--- config.mk ---
export PLATFORM = sky130hd
export DESIGN_NAME = lock_attempt_ctrl
export DESIGN_NICKNAME = d
export VERILOG_FILES = /design/src/rtl/lock_pkg.sv /design/src/rtl/lock_timer.sv /design/src/rtl/lock_attempt_ctrl.sv
export SDC_FILE = /design/constraint.sdc
export NUM_CORES = 1
export LEC_CHECK = 0
export CAP_MARGIN = 20
export CORE_MARGIN = 1
export CORE_UTILIZATION = 38
export DETAILED_ROUTE_END_ITERATION = 16
export HOLD_SLACK_MARGIN = 0.15
export PLACE_DENSITY = 0.56
export REMOVE_ABC_BUFFERS = 1
export SYNTH_ARGS = -nofsm -noshare
export SYNTH_HDL_FRONTEND = slang
export SYNTH_SLANG_ARGS = --single-unit
--- constraint.sdc ---
create_clock -name clock -period 5 [get_ports clock]
set_input_delay 0.75 -clock clock [delete_from_list [all_inputs] [get_ports clock]]
set_output_delay 0.75 -clock clock [all_outputs]
set_load 0.005 [all_outputs]
--- src/rtl/lock_pkg.sv ---
// ============================================================================
// Module      : lock_pkg
// Description : Shared state encoding, password defaults and sizing helper
//               for the combination-lock attempt controller.
// Revision    : 1.0 - initial release
// ============================================================================
`default_nettype none

package lock_pkg;

   localparam int              PW_W       = 6;
   localparam logic [PW_W-1:0] DEFAULT_PW = 6'b101100;

   typedef enum logic [2:0] {
      IDLE    = 3'd0,
      CHECK   = 3'd1,
      OPEN    = 3'd2,
      WRONG   = 3'd3,
      LOCKOUT = 3'd4
   } state_t;

   // Width of the shared down-counter, sized for the longest of the three windows
   function automatic int timer_width(input int a, input int b, input int c);
      int m;
      m = (a > b) ? a : b;
      m = (m > c) ? m : c;
      return (m > 1) ? $clog2(m) : 1;
   endfunction

endpackage

`default_nettype wire

--- src/rtl/lock_timer.sv ---
// ============================================================================
// Module      : lock_timer
// Description : Loadable down-counter that stops at zero and flags it.
// Revision    : 1.0 - initial release
// ============================================================================
`default_nettype none

module lock_timer #(
   parameter int WIDTH = 10
) (
   input  logic             clock,
   input  logic             reset_n,
   input  logic             i_load,
   input  logic [WIDTH-1:0] i_load_val,
   output logic             o_zero
);

   logic [WIDTH-1:0] r_count;

   always_ff @(posedge clock or negedge reset_n) begin
      if (!reset_n) begin
         r_count <= '0;
      end else if (i_load) begin
         r_count <= i_load_val;
      end else if (r_count != '0) begin
         r_count <= r_count - 1'b1;
      end
   end

   assign o_zero = (r_count == '0);

endmodule

`default_nettype wire

--- src/rtl/lock_attempt_ctrl.sv ---
// ============================================================================
// Module      : lock_attempt_ctrl
// Description : Code-entry sequencer for the 6-bit combination lock: compare,
//               failure counting, timed open/wrong/lockout windows, reprogram.
//               Optional macro LOCK_ALARM_EN adds a sticky lockout alarm output.
// Revision    : 1.0 - initial release
// ============================================================================
`default_nettype none

module lock_attempt_ctrl #(
   parameter int                  PW_W        = lock_pkg::PW_W,
   parameter logic [PW_W-1:0]     DEFAULT_PW  = lock_pkg::DEFAULT_PW,
   parameter int                  MAX_TRIES   = 3,
   parameter int                  OPEN_CYC    = 500,
   parameter int                  WRONG_CYC   = 50,
   parameter int                  LOCKOUT_CYC = 1000
) (
   input  logic                           clock,
   input  logic                           reset_n,
   input  logic                           entry_valid,
   input  logic [PW_W-1:0]                entry_code,
   input  logic                           prog_en,
   output logic                           entry_ready,
   output logic                           ledverde,
   output logic                           ledvermelho,
   output logic                           locked_out,
`ifdef LOCK_ALARM_EN
   output logic                           alarm,
`endif
   output logic [$clog2(MAX_TRIES+1)-1:0] fail_count
);

   import lock_pkg::*;

   localparam int c_FC_W  = $clog2(MAX_TRIES + 1);
   localparam int c_TMR_W = lock_pkg::timer_width(OPEN_CYC, WRONG_CYC, LOCKOUT_CYC);

   localparam logic [c_TMR_W-1:0] c_OPEN_LD    = c_TMR_W'(OPEN_CYC - 1);
   localparam logic [c_TMR_W-1:0] c_WRONG_LD   = c_TMR_W'(WRONG_CYC - 1);
   localparam logic [c_TMR_W-1:0] c_LOCKOUT_LD = c_TMR_W'(LOCKOUT_CYC - 1);
   localparam logic [c_FC_W-1:0]  c_MAX_FAILS  = c_FC_W'(MAX_TRIES);

   state_t             r_state;
   logic [PW_W-1:0]    r_pw;
   logic [PW_W-1:0]    r_code;
   logic [c_FC_W-1:0]  r_fails;

   logic               w_xfer;
   logic               w_match;
   logic [c_FC_W-1:0]  w_fails_next;
   logic               w_load;
   logic [c_TMR_W-1:0] w_load_val;
   logic               w_zero;

   assign entry_ready  = (r_state == IDLE) || ((r_state == OPEN) && prog_en);
   assign w_xfer       = entry_valid && entry_ready;
   assign w_match      = (r_code == r_pw);
   assign w_fails_next = (r_fails == c_MAX_FAILS) ? r_fails : r_fails + 1'b1;

   always_comb begin
      w_load     = 1'b0;
      w_load_val = '0;
      case (r_state)
         CHECK: begin
            w_load = 1'b1;
            if (w_match)                          w_load_val = c_OPEN_LD;
            else if (w_fails_next == c_MAX_FAILS) w_load_val = c_LOCKOUT_LD;
            else                                  w_load_val = c_WRONG_LD;
         end
         OPEN: begin
            if (w_xfer) begin
               w_load     = 1'b1;
               w_load_val = c_OPEN_LD;
            end
         end
         default: ;
      endcase
   end

   lock_timer #(
      .WIDTH      (c_TMR_W)
   ) u_timer (
      .clock      (clock),
      .reset_n    (reset_n),
      .i_load     (w_load),
      .i_load_val (w_load_val),
      .o_zero     (w_zero)
   );

   always_ff @(posedge clock or negedge reset_n) begin
      if (!reset_n) begin
         r_state <= IDLE;
         r_pw    <= DEFAULT_PW;
         r_code  <= '0;
         r_fails <= '0;
      end else begin
         case (r_state)
            IDLE: begin
               if (w_xfer) begin
                  r_code  <= entry_code;
                  r_state <= CHECK;
               end
            end
            CHECK: begin
               if (w_match) begin
                  r_fails <= '0;
                  r_state <= OPEN;
               end else begin
                  r_fails <= w_fails_next;
                  r_state <= (w_fails_next == c_MAX_FAILS) ? LOCKOUT : WRONG;
               end
            end
            // A reprogram landing on the final open cycle keeps the lock open
            OPEN: begin
               if (w_xfer)      r_pw    <= entry_code;
               else if (w_zero) r_state <= IDLE;
            end
            WRONG: begin
               if (w_zero) r_state <= IDLE;
            end
            LOCKOUT: begin
               if (w_zero) begin
                  r_fails <= '0;
                  r_state <= IDLE;
               end
            end
            default: r_state <= IDLE;
         endcase
      end
   end

`ifdef LOCK_ALARM_EN
   logic r_alarm;

   always_ff @(posedge clock or negedge reset_n) begin
      if (!reset_n) begin
         r_alarm <= 1'b0;
      end else if (r_state == CHECK) begin
         if (w_match)                          r_alarm <= 1'b0;
         else if (w_fails_next == c_MAX_FAILS) r_alarm <= 1'b1;
      end
   end

   assign alarm = r_alarm;
`endif

   assign ledverde    = (r_state == OPEN);
   assign ledvermelho = (r_state == WRONG) || (r_state == LOCKOUT);
   assign locked_out  = (r_state == LOCKOUT);
   assign fail_count  = r_fails;

endmodule

`default_nettype wire

* After elaboration in Yosys (flattened, before gate mapping)
Cells that the tools add are included.
** Word-level totals
- Flip-flop bits (word level) :: 27
- Input port bits :: 10
** Operators by class
- Add/sub/neg operators :: 2
- Equality and inequality tests :: 10
- Mux-type cells :: 18
- Reductions and logical operators :: 14
** Operators by type and width (count)
- two-way mux 10 bit :: 4
- case mux 10 bit (2 select lines) :: 1
- two-way mux 3 bit :: 5
- case mux 3 bit (4 select lines) :: 1
- logical NOT 10 bit :: 1
- nonzero test 10 bit :: 1
- subtractor 10 x 1 -> 10 bit (second input constant) :: 1
- two-way mux 9 bit :: 1
- AND reduction 2 bit :: 4
- == test 3 x 2 -> 1 bit (second input constant) :: 2
- == test 6 bit :: 1
- two-way mux 2 bit :: 3
- == test 2 bit (second input constant) :: 2
- != test 2 bit (second input constant) :: 2
- case mux 2 bit (2 select lines) :: 1
- nonzero test 2 bit :: 2
- == test 3 x 1 -> 1 bit (second input constant) :: 1
- == test 3 bit (second input constant) :: 1
- logical NOT 3 bit :: 1
- adder 2 x 1 -> 2 bit (second input constant) :: 1
- logical AND 1 bit :: 2
- logical OR 1 bit :: 2
- != test 2 x 1 -> 1 bit (second input constant) :: 1
- case mux 1 bit (2 select lines) :: 1
- 2 further kinds :: 2

* Depth between registers and ports, before layout
- Depth in word-level cells :: 7
- Mapped depth :: 7
- Gate-level depth less buffers :: 7

* Hierarchy
A second synthesis with hierarchy kept.
** Unflattened totals
- Cell total of the unflattened synthesis :: 147
- Area total of the unflattened synthesis :: 1491.4 um2
** Modules (own cells, without submodules)
- lock_attempt_ctrl :: instances 1, cells an instance 80, area each 897.1 um2
- lock_timer :: instances 1, cells an instance 67, area each 594.3 um2

* Least setup slack after synthesis
Ideal clock, no wire load.
- Path type :: reg2reg
- Start :: register u_timer.r_count[0]
- End :: register u_timer.r_count[7]
- Setup time :: 140 ps
- Arrival :: 2081 ps
- Data required time :: 4860 ps
- Path slack :: 2779 ps
- Stages on the path, launching flop included :: 8
- Clock period less this slack :: 2221 ps
- Cells stage by stage :: dfrtp_1 > inv_1 > ha_1 > or4b_4 > or3_4 > or3_4 > nand3_2 > o221ai_2
** On the way
- Longest elaborated chain between the ends :: 3
** RTL lines
- start: declaration :: RTL line lock_timer.sv:18 : logic [WIDTH-1:0] r_count;
- start signal: assignment :: RTL line lock_timer.sv:24 : r_count <= i_load_val;
- start signal: assignment :: RTL line lock_timer.sv:26 : r_count <= r_count - 1'b1;
- subtractor 10 x 1 -> 10 bit :: RTL line lock_timer.sv:26
- two-way mux 10 bit :: RTL line lock_timer.sv:25 : end else if (r_count != '0) begin
- two-way mux 10 bit :: RTL line lock_timer.sv:23 : end else if (i_load) begin
Several ways; a longest one is shown, not always the timed one. The select of a mux whose other input is x is not followed.
A chain may end at the register's enable or synchronous reset.

* Worst setup path in the final report
- Start :: input prog_en
- End :: output entry_ready
** On the way
- Longest elaborated chain between the ends :: 2
** RTL lines
- start: declaration :: RTL line lock_attempt_ctrl.sv:22 : input logic prog_en,
- logical AND 1 bit :: RTL line lock_attempt_ctrl.sv:55 : assign entry_ready = (r_state == IDLE) || ((r_state == OPEN) && prog_en);
- logical OR 1 bit :: RTL line lock_attempt_ctrl.sv:55
- end: declaration :: RTL line lock_attempt_ctrl.sv:23 : output logic entry_ready,
Every way passes these cells.

==> reports/results.ini <==
[status]
outcome=finished clean

[clock_tree]
worst_setup_hold_path_clk_slew_ns=0.09
htree_levels=1
cts_root_buf=sky130_fd_sc_hd__clkbuf_8
clockBufferDepth=2
cts-resized-gates=0
cts_made_buffers=3
post_cts_hold_buffer_count=0
cts_post_setup_buffers_inserted=0
worstSkewPairLatency_ns=0.27
cts_tree=yes
cts.sink_count=27

[timing]
final.setup.tns_ns=0
drv_slew=0
clock.fmax_mhz=359
worst-slew-pin-transition_ns=0.719
setup_failing_eps_final=0
rsz0062_at_grt=no
skew_ns=0.00286
relSlewSlack=0.520
period_share=0.556
final-hold-violation-count=0
finalHoldWorstSlack_ns=0.531
final_period_minus_worst_setup_slack_ns=2.78

[grt]
grt_start_max_net_pins=28
first_global_vias=1025
grt_antenna_before_repair=0
grt.overflow.total=0
grt_pass1_wl_mm=4.68
global_route.usage.total=0.150

[pwr]
vdd_drop_max_v=0.000156
switching_power_total_w=0.000128
net_switching_share_of_the_total_power=0.271
seqPwrFrac=0.589
combinational_cell_fraction_of_total_power=0.151
p_per_area_nw_per_um2=281
p_clk_frac=0.259
internal_power_w=0.000343
report.power.total_w=0.000471
leakage_nw=0.689

[synth]
synth_top_flop_cell=sky130_fd_sc_hd__dfrtp_1
syn_avg_cell_area_um2=10.9
synth_enable_flop_cells=0
netlist_area_before_placement_um2=1430
post_synth_num_cell_types=46
synth.top_cells.by_area=sky130_fd_sc_hd__dfrtp_1, sky130_fd_sc_hd__mux2_2, sky130_fd_sc_hd__dfstp_2
synth.yosys.seq_area_share=0.476
ys_seq_elements=27
synth_top_area_share=0.421
synth_warnings=0
asyncSetResetFlopFracSynth=1.00
syn-instance-count=131
synthDominantAreaCellType=sky130_fd_sc_hd__dfrtp_1

[floorplan]
die_w_um=63.3
core.rowCount=21
initial_core_util=0.411
dieHeight_um=63.3
boundaryPins=16
dieArea_um2=4000
core_um2=3470

[routing]
vias_per_cell=5.35
drt_first_pass_iters=4
via_count=1033
routed_wirelength_mm=2.68
ant_nets=0
wl_per_cell_um=13.9
drt_drc_violations_left=0
drt_iter0_markers=47

[worst_setup_path]
reg2reg_setup_slack_ns=2.64
worstReg2RegStart=u_timer.r_count[0]
worst_ep_arrival_time_ns=2.03
worstPathCellList=clkdlybuf4s50_1, inv_1, a211oi_1, clkdlybuf4s50_1
ff_to_ff_end=u_timer.r_count[4]
worst_setup_path_start_kind=input pin
reg2regPathDepth=7
timing.critical_path.required_ns=4.25
setup.worst_path.end_class=primary output
crit_type=input pin to primary output
worst_path_max_delay_cell=sky130_fd_sc_hd__clkdlybuf4s50_1
crit_fanout=2
cp_slowest_stage_delay_ns=0.53
cpMostUsedCell=sky130_fd_sc_hd__clkdlybuf4s50_1

[cells_and_area]
nets_final=159
top_library_cells_by_usage_in_the_layout_fill_and_taps_aside=sky130_fd_sc_hd__dfrtp_1, sky130_fd_sc_hd__clkdlybuf4s50_1, sky130_fd_sc_hd__mux2_2
finish.instance_area_um2=1670
layout-drive-gt1-share=0.224
insertedDiodeCount=0
most_common_library_cell_in_the_layout_ignoring_fill_and_taps=sky130_fd_sc_hd__dfrtp_1
area_delta_synth_final_pct=17.4
layout.filler_cells=349
layout.cells.non_filler=193

[place]
dpl_cell_area_um2=1620
gp_congestion=0.808
dp.final_hpwl_mm=1.93
post-place-cells=188
io_buffer_count=15

[min_path]
worstHoldPathCells=1
holdCritPathClass=flip-flop to flip-flop
hold_path_startpoint=r_code[3]
min_to=r_code[3]

[run]
cap_viol_max_count=0

==> power groups by stage <==
stage	logic (W)	registers (W)	clock network (W)
floorplan	0.0000505	0.000272	0
detailed placement	0.0000727	0.000281	0
CTS	0.0000731	0.000277	0.000130
global placement	0.0000713	0.000279	0
finish	0.0000712	0.000278	0.000122
global route	0.0000825	0.000282	0.000140
==> final cells by class <==
type	instances	area, um^2	share of cell area
Clock buffer	4	45.0	0.0269
Inverter	4	15.0	0.00897
Multi-Input combinational cell	94	701	0.419
Sequential cell	27	679	0.406
Tap cell	46	57.6	0.0344
Timing Repair Buffer	18	176	0.105
==> how the worst max path moves through the flow <==
stage,startpoint,end,slack (ns)
2_1_floorplan,r_state[0],u_timer.r_count[6],2.76
3_3_place_gp,entry_valid,u_timer.r_count[6],2.11
3_5_place_dp,entry_valid,u_timer.r_count[6],2.01
4_1_cts,prog_en,entry_ready,2.20
5_1_grt,prog_en,entry_ready,2.13
6_report,prog_en,entry_ready,2.22
==> flip-flops by register name, indices dropped and copies added, names as in the netlist <==
signal	cells
u_timer.r_count	10
fail_count	2
r_code	6
r_pw	6
r_state	3
==> critical path, delay by kind of cell <==
kind	cells	cell delay (ns)
buffers and inverters	3	1.06
AO/OA/AOI/OAI	1	0.23
==> cell families after synthesis <==
family,share of synthesized area
adders and majority gates,0.00877
muxes,0.0947
buffers and inverters,0.0324
AOI/OAI and AO/OA,0.107
DFF,0.476
and+or+nand+nor,0.213
xor gates and xnor gates,0.0675
==> routing by layer <==
| metal | part of all wire | wire (um) | GRT usage | vias to the layer above |
|---|---|---|---|---|
| li1 | - | - | - | 506 |
| met1 | 0.49 | 1300 | 0.191 | 511 |
| met2 | 0.49 | 1300 | 0.257 | 11 |
| met3 | 0.016 | 44 | 0.0236 | 5 |
| met4 | 0.012 | 33 | 0.0483 | 0 |
| met5 | 0 | 0 | 0 | - |
==> Yosys cell counts (2+ instances only) <==
cell and count:
sky130_fd_sc_hd__or4_1 2, sky130_fd_sc_hd__nor3_1 4, sky130_fd_sc_hd__nor2_1 9, sky130_fd_sc_hd__o21ai_0 5
sky130_fd_sc_hd__or3_4 2, sky130_fd_sc_hd__nand2_1 8, sky130_fd_sc_hd__nor4_1 2, sky130_fd_sc_hd__xnor2_1 7
sky130_fd_sc_hd__mux2_2 12, sky130_fd_sc_hd__nand3_1 4, sky130_fd_sc_hd__clkbuf_1 4, sky130_fd_sc_hd__dfstp_2 3
sky130_fd_sc_hd__nand3b_1 2, sky130_fd_sc_hd__inv_1 4, sky130_fd_sc_hd__dfrtp_1 24, sky130_fd_sc_hd__xor2_1 4
sky130_fd_sc_hd__a21oi_1 5, sky130_fd_sc_hd__nor3b_1 2
==> metrics by stage <==
step / worst slack [ns] / utilization
final: 2.22 / 0.483
after global routing: 2.13 / 0.483
after CTS: 2.20 / 0.479
after detailed placement: 2.01 / 0.466
after global placement: 2.11 / 0.466
after floorplan: 2.76 / -
Power figures use the tool's default switching activity.
